`src/rtl/alu_seq_if.sv`:
```
`default_nettype none
// ============================================================================
// Module      : alu_seq_if
// Description : Request/response bundle between an ALU client and alu_seq.
//               The master issues operations and takes results; the slave
//               is the ALU.
// Revision    : 1.0 - initial release
// ============================================================================
interface alu_seq_if #(
  parameter int XLEN = 32
);
  logic            in_valid;
  logic            in_ready;
  logic [XLEN-1:0] rs1;
  logic [XLEN-1:0] rs2;
  logic [XLEN-1:0] imm;
  logic            is_reg;
  logic [2:0]      funct3;
  logic [6:0]      funct7;
  logic            out_valid;
  logic            out_ready;
  logic [XLEN-1:0] result;
  logic            err;

  modport master (
    output in_valid, rs1, rs2, imm, is_reg, funct3, funct7, out_ready,
    input  in_ready, out_valid, result, err
  );

  modport slave (
    input  in_valid, rs1, rs2, imm, is_reg, funct3, funct7, out_ready,
    output in_ready, out_valid, result, err
  );
endinterface
`default_nettype wire

```
`src/rtl/alu_seq.sv`:
```
`default_nettype none
// ============================================================================
// Module      : alu_seq
// Description : RV32/RV64 integer ALU with valid/ready handshake. Logic and
//               arithmetic ops finish in one cycle, shifts iterate
//               SHIFT_STEP bits per cycle. Define ALU_MULDIV_EN to build the
//               iterative M-extension multiplier/divider; without it an
//               M-encoded request returns result 0 with err set.
// Revision    : 1.0 - initial release
// ============================================================================
module alu_seq #(
  parameter int XLEN       = 32,
  parameter int SHIFT_STEP = 1
) (
  input logic       clk,
  input logic       resetn,
  alu_seq_if.slave  bus
);
  localparam int LOG2 = $clog2(XLEN);
  localparam int CW   = LOG2 + 1;
  localparam logic [CW-1:0] STEP_C = CW'(SHIFT_STEP);

  typedef enum logic [1:0] {
    IDLE   = 2'd0,
    SHIFT  = 2'd1,
    MULDIV = 2'd2,
    DONE   = 2'd3
  } state_t;

  state_t          state_q, state_d;
  logic [XLEN-1:0] result_q, result_d;
  logic            err_q, err_d;
  logic            out_valid_q, out_valid_d;
  logic [XLEN-1:0] sh_val_q, sh_val_d;
  logic [LOG2-1:0] sh_cnt_q, sh_cnt_d;
  logic            sh_left_q, sh_left_d;
  logic            sh_arith_q, sh_arith_d;

  logic            w_in_ready, w_accept, w_is_m, w_alt;
  logic [XLEN-1:0] w_b, w_alu;
  logic [LOG2-1:0] w_shamt;
  logic [CW-1:0]   w_cnt_ext, w_sh_amt;
  logic            w_sh_last;
  logic [LOG2-1:0] w_sh_cnt_next;
  logic [XLEN-1:0] w_sra, w_sh_next;

  assign w_in_ready = (state_q == IDLE) || ((state_q == DONE) && bus.out_ready);
  assign w_accept   = bus.in_valid && w_in_ready;
  assign w_b        = bus.is_reg ? bus.rs2 : bus.imm;
  assign w_shamt    = w_b[LOG2-1:0];
  assign w_is_m     = bus.is_reg && (bus.funct7 == 7'b0000001);
  assign w_alt      = bus.funct7[5];

  // Single-cycle arithmetic/logic result for the incoming request.
  always_comb begin
    w_alu = '0;
    case (bus.funct3)
      3'b000:  w_alu = (bus.is_reg && w_alt) ? (bus.rs1 - w_b) : (bus.rs1 + w_b);
      3'b010:  w_alu = {{(XLEN-1){1'b0}}, ($signed(bus.rs1) < $signed(w_b))};
      3'b011:  w_alu = {{(XLEN-1){1'b0}}, (bus.rs1 < w_b)};
      3'b100:  w_alu = bus.rs1 ^ w_b;
      3'b110:  w_alu = bus.rs1 | w_b;
      3'b111:  w_alu = bus.rs1 & w_b;
      default: w_alu = '0;
    endcase
  end

  // One shift iteration: min(SHIFT_STEP, remaining) positions.
  assign w_cnt_ext     = {1'b0, sh_cnt_q};
  assign w_sh_last     = (w_cnt_ext <= STEP_C);
  assign w_sh_amt      = w_sh_last ? w_cnt_ext : STEP_C;
  assign w_sh_cnt_next = w_sh_last ? '0 : (sh_cnt_q - w_sh_amt[LOG2-1:0]);
  assign w_sra         = $signed(sh_val_q) >>> w_sh_amt;

  // Select the shifted value by direction and fill type.
  always_comb begin
    if (sh_left_q)       w_sh_next = sh_val_q << w_sh_amt;
    else if (sh_arith_q) w_sh_next = w_sra;
    else                 w_sh_next = sh_val_q >> w_sh_amt;
  end

`ifdef ALU_MULDIV_EN
  // Shared product / remainder:quotient register; operand is the magnitude of
  // the multiplicand or divisor, signs are folded back in on the last cycle.
  logic [2*XLEN-1:0] md_prod_q, md_prod_d;
  logic [XLEN-1:0]   md_opnd_q, md_opnd_d;
  logic [XLEN-1:0]   md_rs1_q, md_rs1_d;
  logic [CW-1:0]     md_cnt_q, md_cnt_d;
  logic [2:0]        md_f3_q, md_f3_d;
  logic              md_neg_q, md_neg_d;
  logic              md_bz_q, md_bz_d;

  logic [XLEN:0]     w_mul_sum, w_div_trial;
  logic [2*XLEN-1:0] w_md_step, w_prod_fix;
  logic [XLEN-1:0]   w_q_fix, w_r_fix, w_md_result, w_abs_a, w_abs_b;
  logic              w_a_sgn, w_b_sgn, w_sa, w_sb;

  assign w_a_sgn = (bus.funct3 == 3'b001) || (bus.funct3 == 3'b010) ||
                   (bus.funct3 == 3'b100) || (bus.funct3 == 3'b110);
  assign w_b_sgn = (bus.funct3 == 3'b001) || (bus.funct3 == 3'b100) ||
                   (bus.funct3 == 3'b110);
  assign w_sa    = w_a_sgn && bus.rs1[XLEN-1];
  assign w_sb    = w_b_sgn && bus.rs2[XLEN-1];
  assign w_abs_a = w_sa ? (-bus.rs1) : bus.rs1;
  assign w_abs_b = w_sb ? (-bus.rs2) : bus.rs2;

  assign w_mul_sum   = {1'b0, md_prod_q[2*XLEN-1:XLEN]} +
                       (md_prod_q[0] ? {1'b0, md_opnd_q} : {(XLEN+1){1'b0}});
  assign w_div_trial = md_prod_q[2*XLEN-1:XLEN-1] - {1'b0, md_opnd_q};
  assign w_prod_fix  = md_neg_q ? (-md_prod_q) : md_prod_q;
  assign w_q_fix     = md_neg_q ? (-md_prod_q[XLEN-1:0]) : md_prod_q[XLEN-1:0];
  assign w_r_fix     = md_neg_q ? (-md_prod_q[2*XLEN-1:XLEN]) : md_prod_q[2*XLEN-1:XLEN];

  // One shift-add multiply step or one restoring divide step.
  always_comb begin
    if (!md_f3_q[2])               w_md_step = {w_mul_sum, md_prod_q[XLEN-1:1]};
    else if (!w_div_trial[XLEN])   w_md_step = {w_div_trial[XLEN-1:0], md_prod_q[XLEN-2:0], 1'b1};
    else                           w_md_step = {md_prod_q[2*XLEN-2:0], 1'b0};
  end

  // Final sign correction and divide-by-zero handling.
  always_comb begin
    case (md_f3_q)
      3'b000:                 w_md_result = w_prod_fix[XLEN-1:0];
      3'b001, 3'b010, 3'b011: w_md_result = w_prod_fix[2*XLEN-1:XLEN];
      3'b100, 3'b101:         w_md_result = md_bz_q ? {XLEN{1'b1}} : w_q_fix;
      default:                w_md_result = md_bz_q ? md_rs1_q : w_r_fix;
    endcase
  end
`endif

  // Next-state and datapath for the whole controller.
  always_comb begin
    state_d     = state_q;
    result_d    = result_q;
    err_d       = err_q;
    out_valid_d = out_valid_q;
    sh_val_d    = sh_val_q;
    sh_cnt_d    = sh_cnt_q;
    sh_left_d   = sh_left_q;
    sh_arith_d  = sh_arith_q;
`ifdef ALU_MULDIV_EN
    md_prod_d = md_prod_q;
    md_opnd_d = md_opnd_q;
    md_rs1_d  = md_rs1_q;
    md_cnt_d  = md_cnt_q;
    md_f3_d   = md_f3_q;
    md_neg_d  = md_neg_q;
    md_bz_d   = md_bz_q;
`endif
    case (state_q)
      IDLE: ;
      SHIFT: begin
        sh_val_d = w_sh_next;
        sh_cnt_d = w_sh_cnt_next;
        if (w_sh_last) begin
          result_d    = w_sh_next;
          err_d       = 1'b0;
          out_valid_d = 1'b1;
          state_d     = DONE;
        end
      end
      MULDIV: begin
`ifdef ALU_MULDIV_EN
        // XLEN iterations then one fix-up cycle.
        if (md_cnt_q == CW'(XLEN)) begin
          result_d    = w_md_result;
          err_d       = 1'b0;
          out_valid_d = 1'b1;
          state_d     = DONE;
        end else begin
          md_prod_d = w_md_step;
          md_cnt_d  = md_cnt_q + CW'(1);
        end
`else
        state_d = IDLE;
`endif
      end
      DONE: begin
        if (bus.out_ready) begin
          out_valid_d = 1'b0;
          state_d     = IDLE;
        end
      end
      default: state_d = IDLE;
    endcase

    // A new request overrides the retire path of DONE.
    if (w_accept) begin
      err_d       = 1'b0;
      out_valid_d = 1'b0;
      if (w_is_m) begin
`ifdef ALU_MULDIV_EN
        md_f3_d  = bus.funct3;
        md_cnt_d = '0;
        md_rs1_d = bus.rs1;
        md_bz_d  = (bus.rs2 == '0);
        if (!bus.funct3[2]) begin
          md_prod_d = {{XLEN{1'b0}}, w_abs_b};
          md_opnd_d = w_abs_a;
          md_neg_d  = w_sa ^ w_sb;
        end else begin
          md_prod_d = {{XLEN{1'b0}}, w_abs_a};
          md_opnd_d = w_abs_b;
          md_neg_d  = bus.funct3[1] ? w_sa : (w_sa ^ w_sb);
        end
        state_d = MULDIV;
`else
        result_d    = '0;
        err_d       = 1'b1;
        out_valid_d = 1'b1;
        state_d     = DONE;
`endif
      end else if (bus.funct3[1:0] == 2'b01) begin
        if (w_shamt == '0) begin
          result_d    = bus.rs1;
          out_valid_d = 1'b1;
          state_d     = DONE;
        end else begin
          sh_val_d   = bus.rs1;
          sh_cnt_d   = w_shamt;
          sh_left_d  = !bus.funct3[2];
          sh_arith_d = w_alt;
          state_d    = SHIFT;
        end
      end else begin
        result_d    = w_alu;
        out_valid_d = 1'b1;
        state_d     = DONE;
      end
    end
  end

  // State and output registers; reset discards any operation in flight.
  always_ff @(posedge clk or negedge resetn) begin
    if (!resetn) begin
      state_q     <= IDLE;
      result_q    <= '0;
      err_q       <= 1'b0;
      out_valid_q <= 1'b0;
      sh_val_q    <= '0;
      sh_cnt_q    <= '0;
      sh_left_q   <= 1'b0;
      sh_arith_q  <= 1'b0;
`ifdef ALU_MULDIV_EN
      md_prod_q <= '0;
      md_opnd_q <= '0;
      md_rs1_q  <= '0;
      md_cnt_q  <= '0;
      md_f3_q   <= '0;
      md_neg_q  <= 1'b0;
      md_bz_q   <= 1'b0;
`endif
    end else begin
      state_q     <= state_d;
      result_q    <= result_d;
      err_q       <= err_d;
      out_valid_q <= out_valid_d;
      sh_val_q    <= sh_val_d;
      sh_cnt_q    <= sh_cnt_d;
      sh_left_q   <= sh_left_d;
      sh_arith_q  <= sh_arith_d;
`ifdef ALU_MULDIV_EN
      md_prod_q <= md_prod_d;
      md_opnd_q <= md_opnd_d;
      md_rs1_q  <= md_rs1_d;
      md_cnt_q  <= md_cnt_d;
      md_f3_q   <= md_f3_d;
      md_neg_q  <= md_neg_d;
      md_bz_q   <= md_bz_d;
`endif
    end
  end

  assign bus.in_ready  = w_in_ready;
  assign bus.out_valid = out_valid_q;
  assign bus.result    = result_q;
  assign bus.err       = err_q;

endmodule
`default_nettype wire

```
`src/flat_wrapper.sv`:
```
// flat-port wrapper written by rule: the top's interface ports become plain ports
module alu_seq_flat 
#(
  parameter int XLEN       = 32,
  parameter int SHIFT_STEP = 1
)
  (clk, resetn, bus_in_valid, bus_rs1, bus_rs2, bus_imm, bus_is_reg, bus_funct3, bus_funct7, bus_out_ready, bus_in_ready, bus_out_valid, bus_result, bus_err);
  alu_seq_if #(.XLEN(XLEN)) bus_i ();
  input logic clk;
  input logic resetn;
  input wire logic [$bits(bus_i.in_valid)-1:0] bus_in_valid;
  input wire logic [$bits(bus_i.rs1)-1:0] bus_rs1;
  input wire logic [$bits(bus_i.rs2)-1:0] bus_rs2;
  input wire logic [$bits(bus_i.imm)-1:0] bus_imm;
  input wire logic [$bits(bus_i.is_reg)-1:0] bus_is_reg;
  input wire logic [$bits(bus_i.funct3)-1:0] bus_funct3;
  input wire logic [$bits(bus_i.funct7)-1:0] bus_funct7;
  input wire logic [$bits(bus_i.out_ready)-1:0] bus_out_ready;
  output wire logic [$bits(bus_i.in_ready)-1:0] bus_in_ready;
  output wire logic [$bits(bus_i.out_valid)-1:0] bus_out_valid;
  output wire logic [$bits(bus_i.result)-1:0] bus_result;
  output wire logic [$bits(bus_i.err)-1:0] bus_err;
  assign bus_i.in_valid = bus_in_valid;
  assign bus_i.rs1 = bus_rs1;
  assign bus_i.rs2 = bus_rs2;
  assign bus_i.imm = bus_imm;
  assign bus_i.is_reg = bus_is_reg;
  assign bus_i.funct3 = bus_funct3;
  assign bus_i.funct7 = bus_funct7;
  assign bus_i.out_ready = bus_out_ready;
  assign bus_in_ready = bus_i.in_ready;
  assign bus_out_valid = bus_i.out_valid;
  assign bus_result = bus_i.result;
  assign bus_err = bus_i.err;
  alu_seq #(.XLEN(XLEN), .SHIFT_STEP(SHIFT_STEP)) u_core (.clk(clk), .resetn(resetn), .bus(bus_i));
endmodule
```
`config.mk`:
```
export PLATFORM = sky130hd
export DESIGN_NAME = alu_seq_flat
export DESIGN_NICKNAME = d
export VERILOG_FILES = /design/src/rtl/alu_seq_if.sv /design/src/rtl/alu_seq.sv /design/src/flat_wrapper.sv
export SDC_FILE = /design/constraint.sdc
export NUM_CORES = 1
export LEC_CHECK = 0
export CORE_AREA = 2 2 169 171
export CTS_CLUSTER_SIZE = 20
export DETAILED_ROUTE_END_ITERATION = 10
export DIE_AREA = 0 0 171 173
export GPL_TIMING_DRIVEN = 0
export HOLD_SLACK_MARGIN = 0.05
export PLACE_DENSITY = 0.65
export SYNTH_ARGS = -nofsm -noshare
export SYNTH_HDL_FRONTEND = slang
export SYNTH_SLANG_ARGS = --single-unit
```
`constraint.sdc`:
```
create_clock -name clk -period 4.3 [get_ports clk]
set_clock_uncertainty 0.05 [all_clocks]
set_input_delay 1.29 -clock clk [delete_from_list [all_inputs] [get_ports clk]]
set_output_delay 1.29 -clock clk [all_outputs]
set_load 0.01 [all_outputs]
```
==> impl_metrics.csv <==
group,metric,value,unit
run_status,outcome,"finished with violations",
run_status,violations,"setup timing",
global_route,met3_usage,4.28,%
critical_path,worst-setup-path-type,"in -> reg",
global_route,grt-ovfl-total,0,
detailed_routing,wl_per_cell,22.1,um
final_layout,nets,1858,
global_route,grt_use_met1,40.1,%
sta,finalHoldViolations,0,
clocking,htree_levels,3,
critical_path,arrival,4.68,ns
floorplanning,start_util,38.6,%
synthesis,synthesis.area,10700,sq um
clocking,clk_pin_slew_worst_paths,0.06,ns
sta,tightest_slew,0.996,ns
synthesis,yosys_warnings,0,
pwr,p_leak,6.04,nW
floorplanning,die_area,29600,sq um
sta,setup_viol,7,
pwr,ir_drop,205,uV
sta,maxSlewViolCount,0,
detailed_routing,wl,44.3,mm
critical_path,worstSetupEndpointType,"flip-flop",
run,maxCapViolCount,0,
detailed_routing,drt.antenna.violating_nets,0,
clocking,cts_root_buf,"clkbuf_16",
global_route,busiest_layer,"met2",
sta,period_minus_slack,4.53,ns
worst_hold_path,worstHoldStart,"u_core.bus.out_valid",
synthesis,synth_edf_count,0,
floorplanning,fp-row-count,61,
critical_path,r2r_start,"u_core.state_q[1]",
global_route,grt_max_degree,64,
floorplanning,io_pins,146,
sta,post-route-period-util,105,%
sta,fmax,221,MHz
final_layout,area_growth,30.1,%
critical_path,crit_fanout,5,
place,placement.io_buffers,142,
floorplanning,die_y,173,um
final_layout,drive_above_1_share,11.3,%
global_route,grt_pass1_vias,11400,
place,dp_slack,-1.64,ns
synthesis,synth-async-reset-ratio,100,%
clocking,clk_latency,0.34,ns
floorplanning,die_w,171,um
detailed_routing,via_count,11900,
synthesis,synth_ff_type,"dfrtp_1",
global_route,use_met2,46.3,%
detailed_routing,via_per_inst,5.90,
critical_path,crit_start,"bus_is_reg",
place,post-dp-hpwl,34.6,mm
sta,slew_headroom,33.2,%
place,place_congestion,0.972,
detailed_routing,drt-pass1-iter-count,8,
pwr,powerDensity,433,nW/um^2
worst_hold_path,hold_class,"reg -> reg",
clocking,cts.sinks,75,
final_layout,fillers,2802,
clocking,numCtsBuffers,9,
sta,rsz0062_at_grt,"true",
global_route,grt_usage,29.1,%
synthesis,synth_area_per_cell,7.39,sq um
synthesis,ys_ff_latch,75,
global_route,grt_pass1_wl,66.5,mm
detailed_routing,drcViolationCount,0,
clocking,cts.hold.buffers_added,0,
synthesis,syn_nets,1673,
clocking,clock_path_buffers,2,
sta,setup_ws,-0.231,ns
synthesis,ys_seq_area_share,17.6,%
clocking,tritoncts,"built",
critical_path,start_kind,"input pin",
floorplanning,core,27600,sq um
synthesis,synthDistinctLibCells,81,
sta,worst_hold_slack,0.467,ns
detailed_routing,drt-initial-drc-count,1514,
critical_path,critical_path_required,4.45,ns
final_layout,antenna_cells,0,
synthesis,syn_inst,1442,
global_route,antenna_found_initial,0,
-- registers in the layout, indices dropped and copies added (netlist names) --
signal and flops:
u_core.bus.result 32, u_core.sh_val_q 32, u_core.sh_cnt_q 5, u_core.state_q 2, u_core.bus.err 1, u_core.bus.out_valid 1
u_core.sh_arith_q 1, u_core.sh_left_q 1
-- cells in the mapped netlist, types with 4 or more instances --
master | n | area, sq um
a21oi_1 | 175 | 876
nor2_1 | 148 | 556
nand2_1 | 139 | 522
ha_1 | 118 | 1480
mux2i_1 | 118 | 1180
inv_1 | 106 | 398
o21ai_0 | 95 | 475
dfrtp_1 | 75 | 1880
clkbuf_1 | 61 | 229
o22ai_1 | 39 | 244
xnor2_1 | 35 | 307
nand3_1 | 24 | 120
nor3_1 | 19 | 95.1
a21o_1 | 16 | 120
o21bai_1 | 16 | 120
a211oi_1 | 14 | 105
a222oi_1 | 12 | 120
nand2b_1 | 12 | 75.1
nor2b_1 | 12 | 75.1
o211ai_1 | 12 | 90.1
o2bb2ai_1 | 11 | 96.3
a31oi_1 | 10 | 62.6
buf_1 | 10 | 37.5
mux2_2 | 10 | 113
a22oi_1 | 9 | 67.6
nor4_1 | 9 | 56.3
buf_6 | 8 | 90.1
and3_1 | 7 | 43.8
a221oi_1 | 6 | 52.6
o21a_1 | 6 | 45.0
xor2_1 | 6 | 52.6
a211o_1 | 5 | 43.8
and2_1 | 5 | 31.3
buf_2 | 5 | 25.0
o2111ai_1 | 5 | 43.8
buf_4 | 4 | 30.0
o311ai_0 | 4 | 35.0
o31a_1 | 4 | 35.0
or4_1 | 4 | 30.0
-- cells by family (layout without fill, tap and decap cells) --
family,count (synthesis),in the layout,synth area share (%)
buffers and inverters,198,388,8.02
AND/OR/NAND/NOR,404,404,16.9
adder cells (fa/ha/maj),120,120,14.2
flip-flops,75,75,17.6
AO/OA/AOI/OAI,476,476,27.7
XOR/XNOR,41,41,3.37
multiplexers,128,128,12.1
-- cell usage in the layout, fill, tap and decap left out, types with 8 or more instances in the layout --
master           instances
a21oi_1                166
o21bai_1                13
inv_1                   99
o211ai_1                12
mux2i_4                  9
dfrtp_1                 75
nor2b_1                 11
dlygate4sd2_1           12
mux2i_2                 10
ha_1                   111
nand2_1                138
buf_4                   37
o2bb2ai_1               10
nor3_1                  16
clkbuf_1                55
a222oi_1                12
nor2_1                 147
clkdlybuf4s50_1        122
nand3_1                 22
buf_6                   10
buf_1                    9
mux2_2                  10
a22oi_1                  8
mux2i_1                 99
clkbuf_16               11
xnor2_1                 35
o21ai_0                 90
a211oi_1                 9
a31oi_1                  8
nor4_1                   8
a21oi_2                  8
nand2b_1                12
o22ai_1                 38
a21o_1                  16
-- what timing repair did --
item	4_1_cts	5_1_grt
gates resized for setup	88	66
endpoints found under the setup margin	26	16
buffers inserted	17	16
pin swaps	26	32
-- stage by stage --
step / cells / setup TNS [ns] / utilization (%) / cell area (sq um) / total power, W
floorplan: 1442 / -0.0000306 / - / 10700 / 0.00359
global placement: 1962 / -94.96 / 45.7 / 12600 / 0.00482
detailed placement: 1963 / -27.89 / 45.8 / 12700 / 0.00488
CTS: 1996 / -0.259 / 48.8 / 13500 / 0.00585
global route: 2010 / -1.37 / 50.2 / 13900 / 0.00637
finish: 2010 / -0.593 / 50.2 / 13900 / 0.00601
-- power by group --
group          total, W  leakage [nW]  internal [W]  switching, W
Sequential      0.00133         0.866       0.00103      0.000295
Combinational   0.00382          5.01       0.00166       0.00215
Clock          0.000861         0.164      0.000531      0.000331
Total           0.00601          6.04       0.00323       0.00278
-- area by class of cell --
| class | count | area (sq um) | area share [%] |
|---|---|---|---|
| clock inverter | 6 | 95.1 | 0.686 |
| multi-input combinational | 1169 | 8550 | 61.6 |
| tap | 378 | 473 | 3.41 |
| inverter | 106 | 404 | 2.92 |
| sequential | 75 | 1880 | 13.5 |
| timing repair buffer | 176 | 1690 | 12.2 |
| buffer | 90 | 536 | 3.86 |
| clock buffer | 10 | 239 | 1.72 |
-- critical path: stages --
cell and delay, ns:
buf_16 0.12, mux2i_4 0.20, inv_2 0.09, ha_4 0.14, inv_2 0.04, fa_2 0.36
and2b_1 0.22, o211ai_1 0.13, a2111o_1 0.53, buf_6 0.16, a211oi_4 0.21, buf_4 0.16
o21ai_4 0.06, a22oi_2 0.18, xnor2_1 0.10, a222oi_1 0.54, o21ai_1 0.14
-- final timing paths --
kind / cells past startpoint / endpoint / slack, ns
min in group asynchronous: 1 / u_core.sh_val_q[8] / 0.74
worst min register to register: 2 / u_core.bus.out_valid / 0.47
worst min-delay path: 2 / u_core.bus.out_valid / 0.47
max in group asynchronous: 2 / u_core.bus.result[28] / 2.87
worst max-delay path: 17 / u_core.bus.result[16] / -0.23
worst max register to register: 8 / u_core.bus.result[24] / 0.87
-- metal layers --
layer	wire [um]	part of all wire, %
met2	19800	45
met3	4120	9.3
met1	18800	42
met5	0	0
met4	1570	3.5
Power figures use the tool's default switching activity.
